`config.mk`:
```
export PLATFORM = sky130hd
export DESIGN_NAME = cus19_dm_arbiter_flat
export DESIGN_NICKNAME = d
export VERILOG_FILES = /design/src/rtl/cus19_dm_arbiter_if.sv /design/src/rtl/cus19_dm_arbiter.sv /design/src/flat_wrapper.sv
export SDC_FILE = /design/constraint.sdc
export NUM_CORES = 1
export LEC_CHECK = 0
export CAP_MARGIN = 0
export CELL_PAD_IN_SITES_DETAIL_PLACEMENT = 1
export CELL_PAD_IN_SITES_GLOBAL_PLACEMENT = 2
export CORE_UTILIZATION = 19
export CTS_BUF_LIST = sky130_fd_sc_hd__clkbuf_2
export DETAILED_ROUTE_END_ITERATION = 12
export GPL_TIMING_DRIVEN = 0
export PLACE_DENSITY = 0.79
export RECOVER_POWER = 100
export SKIP_LAST_GASP = 1
export SYNTH_ARGS = -nofsm -noshare
export SYNTH_HDL_FRONTEND = slang
export SYNTH_SLANG_ARGS = --single-unit
```
`constraint.sdc`:
```
create_clock -name clk -period 2 [get_ports clk]
set_input_delay 0.6 -clock clk [delete_from_list [all_inputs] [get_ports clk]]
set_output_delay 0.6 -clock clk [all_outputs]
set_load 0.02 [all_outputs]
```
`src/rtl/cus19_dm_arbiter_if.sv`:
```
// cus19_dm_arbiter_if: CPU, crypto and data-memory signal bundle for the DM arbiter
interface cus19_dm_arbiter_if #(
  parameter int AW = 11,
  parameter int DW = 19
);
  logic          cpu_req, cpu_we, cpu_gnt, cpu_stall, cpu_rvalid;
  logic [AW-1:0] cpu_addr;
  logic [DW-1:0] cpu_wdata, cpu_rdata;
  logic          cry_req, cry_lock, cry_we, cry_gnt, cry_rvalid;
  logic [AW-1:0] cry_addr;
  logic [DW-1:0] cry_wdata, cry_rdata;
  logic          mem_en, mem_we;
  logic [AW-1:0] mem_addr;
  logic [DW-1:0] mem_wdata, mem_rdata;
  modport slave (
    input  cpu_req, cpu_we, cpu_addr, cpu_wdata,
    input  cry_req, cry_lock, cry_we, cry_addr, cry_wdata, mem_rdata,
    output cpu_gnt, cpu_stall, cpu_rvalid, cpu_rdata,
    output cry_gnt, cry_rvalid, cry_rdata,
    output mem_en, mem_we, mem_addr, mem_wdata
  );
  modport master (
    output cpu_req, cpu_we, cpu_addr, cpu_wdata,
    output cry_req, cry_lock, cry_we, cry_addr, cry_wdata, mem_rdata,
    input  cpu_gnt, cpu_stall, cpu_rvalid, cpu_rdata,
    input  cry_gnt, cry_rvalid, cry_rdata,
    input  mem_en, mem_we, mem_addr, mem_wdata
  );
endinterface

```
`src/rtl/cus19_dm_arbiter.sv`:
```
// cus19_dm_arbiter: shares the data memory between CPU and crypto with anti-starvation and locked bursts
module cus19_dm_arbiter #(
  parameter int AW        = 11,
  parameter int DW        = 19,
  parameter int RD_LAT    = 1,
  parameter int MAX_WAIT  = 4,
  parameter int MAX_BURST = 8
) (
  input logic clk,
  input logic rst_n,
  cus19_dm_arbiter_if.slave bus
);
  localparam int WW = $clog2(MAX_WAIT + 1);
  localparam int WB = $clog2(MAX_BURST + 1);
  localparam logic [WW-1:0] WMAX = WW'(MAX_WAIT);
  localparam logic [WB-1:0] BMAX = WB'(MAX_BURST);
  typedef enum logic [1:0] {ARB, CRY_BURST, CPU_TURN} state_t;
  state_t state, state_nx;
  logic [WW-1:0] wait_cnt, wait_nx;
  logic [WB-1:0] burst_cnt, burst_nx, burst_inc;
  logic cry_win, cpu_gnt, cry_gnt;
  logic [RD_LAT-1:0] tag_v, tag_o;
  logic tag_cpu, tag_cry;
  always_comb begin
    cry_win = state == CRY_BURST ? bus.cry_req :
              state == CPU_TURN  ? bus.cry_req & ~bus.cpu_req :
                                   bus.cry_req & (~bus.cpu_req | wait_cnt >= WMAX);
    cry_gnt = rst_n & cry_win;
    cpu_gnt = rst_n & bus.cpu_req & ~cry_win;
    bus.cpu_gnt   = cpu_gnt;
    bus.cry_gnt   = cry_gnt;
    bus.cpu_stall = bus.cpu_req & ~cpu_gnt;
    bus.mem_en    = cpu_gnt | cry_gnt;
    bus.mem_we    = cry_gnt ? bus.cry_we : cpu_gnt & bus.cpu_we;
    bus.mem_addr  = cry_gnt ? bus.cry_addr : cpu_gnt ? bus.cpu_addr : {AW{1'b0}};
    bus.mem_wdata = cry_gnt ? bus.cry_wdata : cpu_gnt ? bus.cpu_wdata : {DW{1'b0}};
    wait_nx   = cry_gnt ? '0 : (bus.cry_req && wait_cnt != WMAX) ? wait_cnt + 1'b1 : wait_cnt;
    burst_inc = burst_cnt + 1'b1;
    state_nx  = state;
    burst_nx  = burst_cnt;
    case (state)
      ARB:
        if (cry_gnt && bus.cry_lock && MAX_BURST > 1) begin
          state_nx = CRY_BURST;
          burst_nx = WB'(1);
        end
      CRY_BURST:
        if (!bus.cry_req || !bus.cry_lock) begin
          state_nx = ARB;
          burst_nx = '0;
        end else if (burst_inc == BMAX) begin
          state_nx = CPU_TURN;
          burst_nx = '0;
        end else begin
          burst_nx = burst_inc;
        end
      default: state_nx = ARB;
    endcase
    tag_cpu = tag_v[RD_LAT-1] & ~tag_o[RD_LAT-1];
    tag_cry = tag_v[RD_LAT-1] & tag_o[RD_LAT-1];
  end
  // Read tags travel alongside the DM latency so each return lands at its issuing port in order.
  always_ff @(posedge clk) begin
    if (!rst_n) begin
      state          <= ARB;
      wait_cnt       <= '0;
      burst_cnt      <= '0;
      tag_v          <= '0;
      tag_o          <= '0;
      bus.cpu_rvalid <= 1'b0;
      bus.cry_rvalid <= 1'b0;
      bus.cpu_rdata  <= '0;
      bus.cry_rdata  <= '0;
    end else begin
      state          <= state_nx;
      wait_cnt       <= wait_nx;
      burst_cnt      <= burst_nx;
      tag_v          <= RD_LAT'({tag_v, bus.mem_en & ~bus.mem_we});
      tag_o          <= RD_LAT'({tag_o, cry_gnt});
      bus.cpu_rvalid <= tag_cpu;
      bus.cry_rvalid <= tag_cry;
      if (tag_cpu) bus.cpu_rdata <= bus.mem_rdata;
      if (tag_cry) bus.cry_rdata <= bus.mem_rdata;
    end
  end
endmodule

```
`src/flat_wrapper.sv`:
```
// flat-port wrapper written by rule: the top's interface ports become plain ports
module cus19_dm_arbiter_flat 
#(
  parameter int AW        = 11,
  parameter int DW        = 19,
  parameter int RD_LAT    = 1,
  parameter int MAX_WAIT  = 4,
  parameter int MAX_BURST = 8
)
  (clk, rst_n, bus_cpu_req, bus_cpu_we, bus_cpu_addr, bus_cpu_wdata, bus_cry_req, bus_cry_lock, bus_cry_we, bus_cry_addr, bus_cry_wdata, bus_mem_rdata, bus_cpu_gnt, bus_cpu_stall, bus_cpu_rvalid, bus_cpu_rdata, bus_cry_gnt, bus_cry_rvalid, bus_cry_rdata, bus_mem_en, bus_mem_we, bus_mem_addr, bus_mem_wdata);
  cus19_dm_arbiter_if #(.AW(AW), .DW(DW)) bus_i ();
  input logic clk;
  input logic rst_n;
  input wire logic [$bits(bus_i.cpu_req)-1:0] bus_cpu_req;
  input wire logic [$bits(bus_i.cpu_we)-1:0] bus_cpu_we;
  input wire logic [$bits(bus_i.cpu_addr)-1:0] bus_cpu_addr;
  input wire logic [$bits(bus_i.cpu_wdata)-1:0] bus_cpu_wdata;
  input wire logic [$bits(bus_i.cry_req)-1:0] bus_cry_req;
  input wire logic [$bits(bus_i.cry_lock)-1:0] bus_cry_lock;
  input wire logic [$bits(bus_i.cry_we)-1:0] bus_cry_we;
  input wire logic [$bits(bus_i.cry_addr)-1:0] bus_cry_addr;
  input wire logic [$bits(bus_i.cry_wdata)-1:0] bus_cry_wdata;
  input wire logic [$bits(bus_i.mem_rdata)-1:0] bus_mem_rdata;
  output wire logic [$bits(bus_i.cpu_gnt)-1:0] bus_cpu_gnt;
  output wire logic [$bits(bus_i.cpu_stall)-1:0] bus_cpu_stall;
  output wire logic [$bits(bus_i.cpu_rvalid)-1:0] bus_cpu_rvalid;
  output wire logic [$bits(bus_i.cpu_rdata)-1:0] bus_cpu_rdata;
  output wire logic [$bits(bus_i.cry_gnt)-1:0] bus_cry_gnt;
  output wire logic [$bits(bus_i.cry_rvalid)-1:0] bus_cry_rvalid;
  output wire logic [$bits(bus_i.cry_rdata)-1:0] bus_cry_rdata;
  output wire logic [$bits(bus_i.mem_en)-1:0] bus_mem_en;
  output wire logic [$bits(bus_i.mem_we)-1:0] bus_mem_we;
  output wire logic [$bits(bus_i.mem_addr)-1:0] bus_mem_addr;
  output wire logic [$bits(bus_i.mem_wdata)-1:0] bus_mem_wdata;
  assign bus_i.cpu_req = bus_cpu_req;
  assign bus_i.cpu_we = bus_cpu_we;
  assign bus_i.cpu_addr = bus_cpu_addr;
  assign bus_i.cpu_wdata = bus_cpu_wdata;
  assign bus_i.cry_req = bus_cry_req;
  assign bus_i.cry_lock = bus_cry_lock;
  assign bus_i.cry_we = bus_cry_we;
  assign bus_i.cry_addr = bus_cry_addr;
  assign bus_i.cry_wdata = bus_cry_wdata;
  assign bus_i.mem_rdata = bus_mem_rdata;
  assign bus_cpu_gnt = bus_i.cpu_gnt;
  assign bus_cpu_stall = bus_i.cpu_stall;
  assign bus_cpu_rvalid = bus_i.cpu_rvalid;
  assign bus_cpu_rdata = bus_i.cpu_rdata;
  assign bus_cry_gnt = bus_i.cry_gnt;
  assign bus_cry_rvalid = bus_i.cry_rvalid;
  assign bus_cry_rdata = bus_i.cry_rdata;
  assign bus_mem_en = bus_i.mem_en;
  assign bus_mem_we = bus_i.mem_we;
  assign bus_mem_addr = bus_i.mem_addr;
  assign bus_mem_wdata = bus_i.mem_wdata;
  cus19_dm_arbiter #(.AW(AW), .DW(DW), .RD_LAT(RD_LAT), .MAX_WAIT(MAX_WAIT), .MAX_BURST(MAX_BURST)) u_core (.clk(clk), .rst_n(rst_n), .bus(bus_i));
endmodule
```
==> results_dict.tcl <==
set metrics [dict create \
    status "finished with violations" \
    failed_checks "setup timing" \
    min-delay-start "u_core.bus.cpu_rdata[15]$_SDFFE_PN0P_" \
    synth_fp_nets 370 \
    cts_root_buf "clkbuf_2" \
    worstRegToRegCells 6 \
    leakage_nw 1.903 \
    clk_path_buf_depth 2 \
    r2r_slack_ns 0.52 \
    die_w_um 115.4 \
    die_h_um 115.4 \
    wl_um 9201 \
    slew_viol_final 0 \
    drive_gt1_frac 0.2009 \
    finalCritPeriodShare 1.224 \
    core_area_um2 12570 \
    synth_top_area_share 0.4176 \
    io_buffers 160 \
    syn_avg_cell_area_um2 8.701 \
    worstPathMaxFanout 8 \
    ys_types 41 \
    crit_slowest_cell "clkdlybuf4s15_2" \
    cts_hold_buf 0 \
    antenna_found_initial 0 \
    overflow 0 \
    h-tree-depth 2 \
    tightest_slew_ns 0.4982 \
    nets 551 \
    seq_area_frac_synth 0.4176 \
    rsz0062_at_grt "true" \
    io_pins 161 \
    hold_end "u_core.bus.cpu_rdata[15]$_SDFFE_PN0P_" \
    synth_top_cells_by_area "dfxtp_1 42%, nand2_1 13%, a22o_1 11%, a21boi_0 10%, a21boi_1 1.8%" \
    fillCellCount 1463 \
    grt_pass1_vias 2736 \
    num_rows 41 \
    ir_worst_vdd_mv 0.1668 \
    crit_path_start_kind "primary input" \
    hp-class "flop to flop" \
    rr_startpoint "u_core.wait_cnt[2]$_SDFFE_PP0P_" \
    arrival_ns 1.85 \
    synthCells 281 \
    worstPathCellList "clkdlybuf4s15_2, inv_2, nor3_4, nor2_4, clkbuf_16, a22o_4, buf_6" \
    finalHoldViolCount 0 \
    ant_nets 0 \
    timing.max_cap.violations 0 \
    vias 2688 \
    yosys_warnings 0 \
    clock.fmax_mhz 408.7 \
    synth_area_leader_cell "dfxtp_1" \
    ys_ff_latch 51 \
    hold_depth 2 \
    grt.total_usage 0.1366 \
    start_util 0.1945 \
    clock_sinks 51 \
    drt_iter0_drc 49 \
    clk_latency_ns 0.43 \
    wl_per_cell_um 14.49 \
    path_class "primary input to primary output" \
    synthToLayoutAreaGrowth_pct 82.34 \
    place.gp.congestion 0.7050 \
    place_ws_ns -1.270 \
    tns_ns -14.52 \
    die_area_um2 13330 \
    fin_crit_ns 2.447 \
    drt-pass1-iter-count 4 \
    grt_max_degree 16 \
    cts_made_buffers 5 \
    slew_headroom 0.6679 \
    synthesis.area_um2 2445 \
    dpl.hpwl_um 7260 \
    finalPower_mw 2.108 \
    worst_clock_skew_ns 0.01871 \
    fin_ws_ns -0.4470 \
    clk_pin_slew_ns 0.23 \
    drc_errors 0 \
    power_density_nw_per_um2 472.7 \
    diodes 0 \
    worstReg2RegEnd "u_core.burst_cnt[2]$_SDFFE_PN0P_" \
    cp-end-kind "primary output" \
    critPathMaxStageDelay_ns 0.27 \
    setup_viol 35 \
    worstPathRequired_ns 1.40 \
    grt_pass1_wl_um 13980 \
    viasPerCell 4.233 \
    cts_tree "built" \
]
[registers in the layout (all words and copies together) (netlist names)]
signal,count
u_core.tag_v,1
u_core.bus.cry_rdata,19
u_core.bus.cry_rvalid,1
u_core.state,2
u_core.bus.cpu_rvalid,1
u_core.tag_o,1
u_core.bus.cpu_rdata,19
u_core.wait_cnt,3
u_core.burst_cnt,4
[per-layer routing]
layer	share of wire	routed length (um)	track usage
met5	0	0	0
met4	0.0087	80	0.03377
met3	0.064	589	0.03400
met2	0.54	4959	0.2603
met1	0.39	3571	0.1501
[stage by stage]
stage / hold slack (ns) / std cells / cell area [um2] / utilization
after floorplan: 0.4886 / 281 / 2526 / -
after CTS: 0.4843 / 631 / 4329 / 0.3445
after global routing: 0.5038 / 635 / 4458 / 0.3547
after global placement: 0.4461 / 613 / 4343 / 0.3455
after detailed placement: 0.4594 / 613 / 4343 / 0.3455
final: 0.4783 / 635 / 4458 / 0.3547
[layout make-up]
class                           count  area (um2)  share of cell area
Clock buffer                        6       30.03            0.006736
Inverter                            7       26.28            0.005894
Tap cell                          172       215.2             0.04827
Clock inverter                      2       12.51            0.002807
Multi-Input combinational cell    205        1375              0.3084
Timing Repair Buffer              174        1627              0.3649
Buffer                             18       140.1             0.03143
Sequential cell                    51        1032              0.2315
[cells in the final DEF (no fill, tap or decap), types with 4 or more instances in the layout]
cell type and instances:
a21boi_0 33, a21boi_1 6, a22o_1 22, a22o_4 9, buf_2 17, buf_4 19, buf_6 18, buf_8 4
clkbuf_1 7, clkbuf_2 6, clkdlybuf4s50_1 82, dfxtp_1 48, dlygate4sd2_1 42, inv_1 6, nand2_1 81, nor2_1 8
[timing repair]
| action | in CTS | in global routing |
|---|---|---|
| endpoints found under the setup margin | 75 | 35 |
| pin swaps | 5 | 3 |
| gates resized for setup | 205 | 33 |
| cloned | 1 | 1 |
| setup buffers | 9 | 3 |
[cell families (layout without fill, tap and decap cells)]
| kind of cell | Yosys count | count (layout) | share of synthesized area |
|---|---|---|---|
| AND/OR/NAND/NOR | 111 | 111 | 0.2037 |
| AO/OA/AOI/OAI | 88 | 88 | 0.2881 |
| flip-flops | 51 | 51 | 0.4176 |
| buffers and inverters | 25 | 207 | 0.06397 |
| adder cells (fa/ha/maj) | 3 | 3 | 0.01535 |
| XOR/XNOR | 2 | 2 | 0.007166 |
| multiplexers | 1 | 1 | 0.004094 |
[worst max-delay path, delay by kind of cell]
family | cells | cell delay (ns)
AOI/OAI and AO/OA | 1 | 0.25
buffers and inverters | 4 | 0.66
and+or+nand+nor | 2 | 0.35
[how the worst max path moves through the flow]
stage | startpoint | depth (start not counted) | endpoint | slack [ns]
finish | bus_cry_req | 7 | bus_mem_wdata[13] | -0.45
global route | u_core.state[1]$_SDFFE_PN0P_ | 6 | bus_mem_addr[1] | -0.58
CTS | u_core.state[1]$_SDFFE_PN0P_ | 6 | bus_mem_wdata[10] | -0.54
detailed placement | bus_cry_req | 7 | bus_mem_wdata[14] | -1.27
global placement | bus_cry_req | 7 | bus_mem_wdata[10] | -1.25
floorplan | rst_n | 5 | bus_mem_addr[0] | 0.01
[synthesized netlist by cell type (all sizes together)]
library cell	instances
or3b	1
nor4	1
nand2b	2
ha	3
inv	7
nand3b	2
buf	11
a21boi	40
mux2i	1
and4b	1
nand2	82
and2	3
nor2b	1
nand3	1
clkbuf	7
a31oi	1
o211ai	1
nor3	4
o22ai	2
and3	1
a22o	31
o21ai	5
or3	1
xnor2	2
o41a	1
nor2	11
a21oi	3
dfxtp	51
a22oi	1
o21a	1
o32ai	2
[where the power goes]
| group | internal (mW) | switching [mW] |
|---|---|---|
| Combinational | 0.345 | 0.278 |
| Clock | 0.0889 | 0.330 |
| Sequential | 1.05 | 0.0192 |
| Total | 1.48 | 0.627 |
Note: power is estimated with default switching activity, not from simulation.
